===== src/rtl/fp_multiplier_param.sv =====
// Parametrised iterative floating-point multiplier. It computes the significand product
// by shift-add, then normalises and rounds to nearest-even in a single cycle.
module fp_multiplier_param #(
  parameter int EXP_W          = 8,
  parameter int MAN_W          = 23,
  parameter int BITS_PER_CYCLE = 1
) (
  input  logic                   clk,
  input  logic                   reset_n,
  input  logic                   start,
  input  logic [EXP_W+MAN_W:0]   a,
  input  logic [EXP_W+MAN_W:0]   b,
  output logic                   busy,
  output logic                   done,
  output logic [EXP_W+MAN_W:0]   result,
  output logic                   overflow,
  output logic                   underflow,
  output logic                   inexact,
  output logic                   invalid
);

  localparam int W    = 1 + EXP_W + MAN_W;
  localparam int SW   = MAN_W + 1;
  localparam int PW   = 2 * SW;
  localparam int N    = SW / BITS_PER_CYCLE;
  localparam int CW   = $clog2(N) + 1;
  localparam int EW2  = EXP_W + 2;
  localparam int BIAS = (1 << (EXP_W - 1)) - 1;
  localparam int EMAX = (1 << EXP_W) - 1;

  localparam logic [W-1:0] QNAN = {1'b0, {EXP_W{1'b1}}, 1'b1, {(MAN_W-1){1'b0}}};

  typedef enum logic [1:0] {IDLE, MULT, NORM, DONE} state_t;

  state_t state, state_next;

  logic [W-1:0]  a_q, b_q;
  logic [PW-1:0] acc, acc_next, mcand;
  logic [SW-1:0] mplier;
  logic [CW-1:0] cnt;

  logic [W-1:0]  norm_res;
  logic          norm_ov, norm_un, norm_inx, norm_inv;

  // Zero or all-ones exponent: operand takes the special path and skips MULT.
  function automatic logic is_special(input logic [W-1:0] x);
    return (x[W-2:MAN_W] == '0) || (&x[W-2:MAN_W]);
  endfunction

  // NOTE: sequential state is written only with non-blocking assignments.
  always_ff @(posedge clk) begin
    if (!reset_n) state <= IDLE;
    else          state <= state_next;
  end

  // NOTE: every always_comb output gets a default first, so no path infers a latch.
  always_comb begin
    state_next = IDLE;
    case (state)
      IDLE:    state_next = start ? ((is_special(a) || is_special(b)) ? NORM : MULT) : IDLE;
      MULT:    state_next = (cnt == '0) ? NORM : MULT;
      NORM:    state_next = DONE;
      DONE:    state_next = IDLE;
      default: state_next = IDLE;
    endcase
  end

  always_comb begin
    busy = (state != IDLE);
    done = (state == DONE);
  end

  // NOTE: datapath registers carry no reset; control state alone decides what is live.
  always_ff @(posedge clk) begin
    if (state == IDLE && start) begin
      a_q    <= a;
      b_q    <= b;
      acc    <= '0;
      mcand  <= {{SW{1'b0}}, 1'b1, a[MAN_W-1:0]};
      mplier <= {1'b1, b[MAN_W-1:0]};
      cnt    <= CW'(N - 1);
    end else if (state == MULT) begin
      acc    <= acc_next;
      mcand  <= mcand << BITS_PER_CYCLE;
      mplier <= mplier >> BITS_PER_CYCLE;
      cnt    <= cnt - 1'b1;
    end
  end

  always_comb begin
    acc_next = acc;
    for (int i = 0; i < BITS_PER_CYCLE; i++) begin
      if (mplier[i]) acc_next = acc_next + (mcand << i);
    end
  end

  logic [EXP_W-1:0] ea, eb;
  logic [MAN_W-1:0] fa, fb;
  logic             sign, msb, guard, sticky, round_up, carry;
  logic [PW-2:0]    pn;
  logic [MAN_W-1:0] frac, frac_r;
  logic [EW2-1:0]   e_u;
  logic             nan_a, nan_b, inf_a, inf_b, zero_a, zero_b;

  assign ea   = a_q[W-2:MAN_W];
  assign eb   = b_q[W-2:MAN_W];
  assign fa   = a_q[MAN_W-1:0];
  assign fb   = b_q[MAN_W-1:0];
  assign sign = a_q[W-1] ^ b_q[W-1];

  assign nan_a  = (&ea) && (|fa);
  assign nan_b  = (&eb) && (|fb);
  assign inf_a  = (&ea) && !(|fa);
  assign inf_b  = (&eb) && !(|fb);
  assign zero_a = (ea == '0);
  assign zero_b = (eb == '0);

  always_comb begin
    msb      = acc[PW-1];
    // Left-align the product so the hidden one sits just above the kept fraction.
    pn       = msb ? acc[PW-2:0] : {acc[PW-3:0], 1'b0};
    frac     = pn[PW-2 -: MAN_W];
    guard    = pn[PW-2-MAN_W];
    sticky   = |pn[PW-3-MAN_W:0];
    round_up = guard & (sticky | frac[0]);
    {carry, frac_r} = {1'b0, frac} + {{MAN_W{1'b0}}, round_up};
    e_u = {2'b00, ea} + {2'b00, eb} - EW2'(BIAS)
        + {{(EW2-1){1'b0}}, msb} + {{(EW2-1){1'b0}}, carry};

    norm_res = {sign, e_u[EXP_W-1:0], frac_r};
    norm_ov  = 1'b0;
    norm_un  = 1'b0;
    norm_inx = guard | sticky;
    norm_inv = 1'b0;

    if (!e_u[EW2-1] && e_u >= EW2'(EMAX)) begin
      norm_res = {sign, {EXP_W{1'b1}}, {MAN_W{1'b0}}};
      norm_ov  = 1'b1;
      norm_inx = 1'b1;
    end else if (e_u[EW2-1] || e_u == '0) begin
      norm_res = {sign, {(W-1){1'b0}}};
      norm_un  = 1'b1;
      norm_inx = 1'b1;
    end

    if (nan_a || nan_b) begin
      norm_res = QNAN;
      norm_ov = 1'b0; norm_un = 1'b0; norm_inx = 1'b0;
    end else if ((zero_a && inf_b) || (inf_a && zero_b)) begin
      norm_res = QNAN;
      norm_ov = 1'b0; norm_un = 1'b0; norm_inx = 1'b0; norm_inv = 1'b1;
    end else if (inf_a || inf_b) begin
      norm_res = {sign, {EXP_W{1'b1}}, {MAN_W{1'b0}}};
      norm_ov = 1'b0; norm_un = 1'b0; norm_inx = 1'b0;
    end else if (zero_a || zero_b) begin
      norm_res = {sign, {(W-1){1'b0}}};
      norm_ov = 1'b0; norm_un = 1'b0; norm_inx = 1'b0;
    end
  end

  // Flags clear on acceptance; the result holds until NORM overwrites it.
  always_ff @(posedge clk) begin
    if (!reset_n) begin
      result    <= '0;
      overflow  <= 1'b0;
      underflow <= 1'b0;
      inexact   <= 1'b0;
      invalid   <= 1'b0;
    end else if (state == IDLE && start) begin
      overflow  <= 1'b0;
      underflow <= 1'b0;
      inexact   <= 1'b0;
      invalid   <= 1'b0;
    end else if (state == NORM) begin
      result    <= norm_res;
      overflow  <= norm_ov;
      underflow <= norm_un;
      inexact   <= norm_inx;
      invalid   <= norm_inv;
    end
  end

endmodule


===== config.mk =====
export PLATFORM = sky130hd
export DESIGN_NAME = fp_multiplier_param
export DESIGN_NICKNAME = d
export VERILOG_FILES = /design/src/rtl/fp_multiplier_param.sv
export SDC_FILE = /design/constraint.sdc
export NUM_CORES = 1
export LEC_CHECK = 0
export CAP_MARGIN = 20
export CORE_ASPECT_RATIO = 0.9
export CORE_MARGIN = 2
export CORE_UTILIZATION = 62
export DETAILED_ROUTE_END_ITERATION = 16
export HOLD_SLACK_MARGIN = 0.08
export PLACE_DENSITY = 0.84
export SYNTH_ARGS = -nofsm -noshare
export SYNTH_HDL_FRONTEND = slang
export SYNTH_SLANG_ARGS = --single-unit

===== constraint.sdc =====
create_clock -name clk -period 9.9 [get_ports clk]
set_input_delay 0.99 -clock clk [delete_from_list [all_inputs] [get_ports clk]]
set_output_delay 0.99 -clock clk [all_outputs]
set_load 0.01 [all_outputs]

==> run metrics <==
nets=1615; HP Class=reg -> reg; vias in the first global route=10200; Syn. warnings=0; synthesized area=12600 um2; ys flop type=dfxtp_1; Worst-Skew Late Latency=520 ps; htree depth=1; Fin. Hold Viols=0; Clock Path Buffers=3; fin crit share=0.556; synthesized instance count=1402; syn nets=1536; clock transition at the registers of the reported paths=60 ps; Max Slew Vio Count=0; Die X=154 um; first-pass GRT wire length=51.1 mm; Static Leak=5.79 nW; Ports=105; # DRC=0; Setup TNS=0 ps; critical path class=reg -> reg; ANT cells=0; Worst EP required=10350 ps; WL/cell=17.9 um; row count=49; Max-Cap Viols=0; fmax=182 MHz; RSZ-0062 raised after global routing=false; total wire length=31.4 mm; hold_ws=469 ps; CORE AREA=19900 um2; routed via count=10700; final worst setup slack=4390 ps; Yosys cell types=90; min cycle time layout=5510 ps; mean post-synth cell area=8.98 um2; Area Growth Syn to Fin=15.9%; status=complete, no violations; Antenna Violating Nets Remaining=0; hold depth=1; Crit path arrival time=5950 ps; Worst path depth=19; Top Family by Delay on Critical Path=simple AND/OR/NAND/NOR gates; Async SR Flop Fraction=0; slew margin rel.=0.336; CTS tree=yes; VDD IR max=0.178 mV; worst-margin pin slew=996 ps; reg-to-reg setup timing slack=4390 ps; final instance area=14600 um2; layout cells sized above 1=0.0681; Seq/Total Area, Yosys=0.450; CTS resizes=0; Post-synth EDFFs=110; max incr delay on CP=980 ps; Vias/cell=6.13; initial antenna violation count=0; hpwl dp=21.9 mm; cells along the critical path=nand2_1 -> a21oi_2 -> nand2_2 -> nor4_4 -> nand2_4 -> nor4_1 -> fa_1 -> inv_1 -> fa_1 -> nor2b_1 -> o21ai_2 -> a21boi_2 -> o221ai_2 -> a21oi_2 -> xnor2_2 -> o41ai_4 -> nor3_2 -> buf_6 -> a32o_1; DR iter-0 viols=880; RePlAce Congestion=0.921; Area after DPL=13700 um2; First-pass DRT Iterations=5; Root Driver=clkbuf_16; synthesis-stage register bit count=228; Buf/Inv on CP=2; largest net degree at the start of global routing=90; total gr overflow=0; clock sink count=228; worst slack, placed=4120 ps; number of hold buffers added after CTS=0; CP max stage cell=dfxtp_2; starting density of the core=0.632; die area=21500 um2; clk_skew=18.3 ps; PD cells=177 nW/um2; placed instance count=1706; R2R depth=19; Setup crit start kind=register; Final Setup Violations=0; CP endpoint kind=register; gr usage total=0.290; port bufs=104; CP max FO=57; cts bufs inserted=25; fin cells=1753; Post-CTS Setup Bufs=0; height of the die=139 um
worst paths after layout:
kind	from	to
worst max register to register	acc[47]$_SDFFE_PP0P_	result[10]$_SDFFE_PN0P_
worst min-delay path	result[16]$_SDFFE_PN0P_	result[16]$_SDFFE_PN0P_
worst max-delay path	acc[47]$_SDFFE_PP0P_	result[10]$_SDFFE_PN0P_
worst min register to register	result[16]$_SDFFE_PN0P_	result[16]$_SDFFE_PN0P_
cells in the mapped netlist, drive strengths merged, types with 14 or more instances:
cell	n	area share
edfxtp	110	0.26
a21o	32	0.019
nor2	80	0.025
a31oi	14	0.0075
a211oi	18	0.012
o21ai	95	0.040
ha	64	0.064
nand3	27	0.011
a21oi	111	0.046
inv	39	0.012
nor4	28	0.015
nand4	26	0.013
nor2b	16	0.0085
nor3	23	0.0099
buf	22	0.0098
xor2	29	0.020
nand2	334	0.10
clkbuf	41	0.012
dfxtp	118	0.19
xnor2	31	0.022
per-layer routing:
layer	vias to the layer above	global-route usage	wire, um
met5	-	0	0
met4	0	0.0782	754
met3	64	0.0416	2260
met2	425	0.462	13900
met1	5058	0.418	14500
li1	5199	-	-
area by class of cell:
type                            instances  area (um2)
Multi-Input combinational cell       1072        6500
Clock inverter                          7        66.3
Fill cell                            1397        5330
Tap cell                              255         319
Timing Repair Buffer                  115        1140
Clock buffer                           37         743
Sequential cell                       228        5670
Inverter                               39         149
kinds of logic after synthesis:
kind of cell | Yosys count | synth area share
mux | 8 | 0.00656
simple gates | 586 | 0.212
compound gates | 351 | 0.186
buf+inv | 102 | 0.0337
flops | 228 | 0.450
xor+xnor | 60 | 0.0424
fa+ha+maj | 67 | 0.0684
state kept, by name, indices dropped and copies added, names as in the netlist:
signal / cells
cnt: 6
underflow: 1
a_q: 32
overflow: 1
b_q: 32
mplier: 24
state: 2
result: 32
inexact: 1
invalid: 1
mcand: 48
acc: 48
per-stage QoR:
step | util | power (mW)
6_report | 0.732 | 2.58
4_1_cts | 0.730 | 2.58
2_1_floorplan | - | 1.53
3_3_place_gp | 0.689 | 1.65
5_1_grt | 0.732 | 2.70
3_5_place_dp | 0.690 | 1.67
cell usage in the layout, fill, tap and decap left out, types with 4 or more instances in the layout:
master / count
clkdlybuf4s50_1: 104
nor3_1: 21
nand3_1: 26
ha_1: 64
clkbuf_1: 5
dfxtp_1: 117
nand4_1: 26
nand2b_1: 9
a21o_1: 32
nor4_1: 27
nand2_2: 4
o21ai_1: 12
a32o_1: 11
xor2_1: 29
a21oi_2: 6
inv_1: 37
and2_1: 9
nor2_1: 78
nor3b_1: 4
a22o_1: 11
edfxtp_1: 110
mux2i_1: 6
a21oi_1: 105
or3_1: 4
a311oi_1: 5
clkbuf_8: 5
nor2b_1: 14
a31oi_1: 13
and3_1: 9
o21ai_0: 78
buf_4: 8
o21ai_2: 4
clkbuf_16: 26
a211oi_1: 15
o21bai_1: 7
o21a_1: 6
nand2_1: 329
xnor2_1: 30
power breakdown:
part           internal, mW  total [mW]  switching (mW)
sequential             1.08        1.14          0.0575
clock                 0.544       0.916           0.372
combinational         0.208       0.530           0.321
total                  1.83        2.58           0.750
No activity file was read; power rests on OpenSTA's default activity.
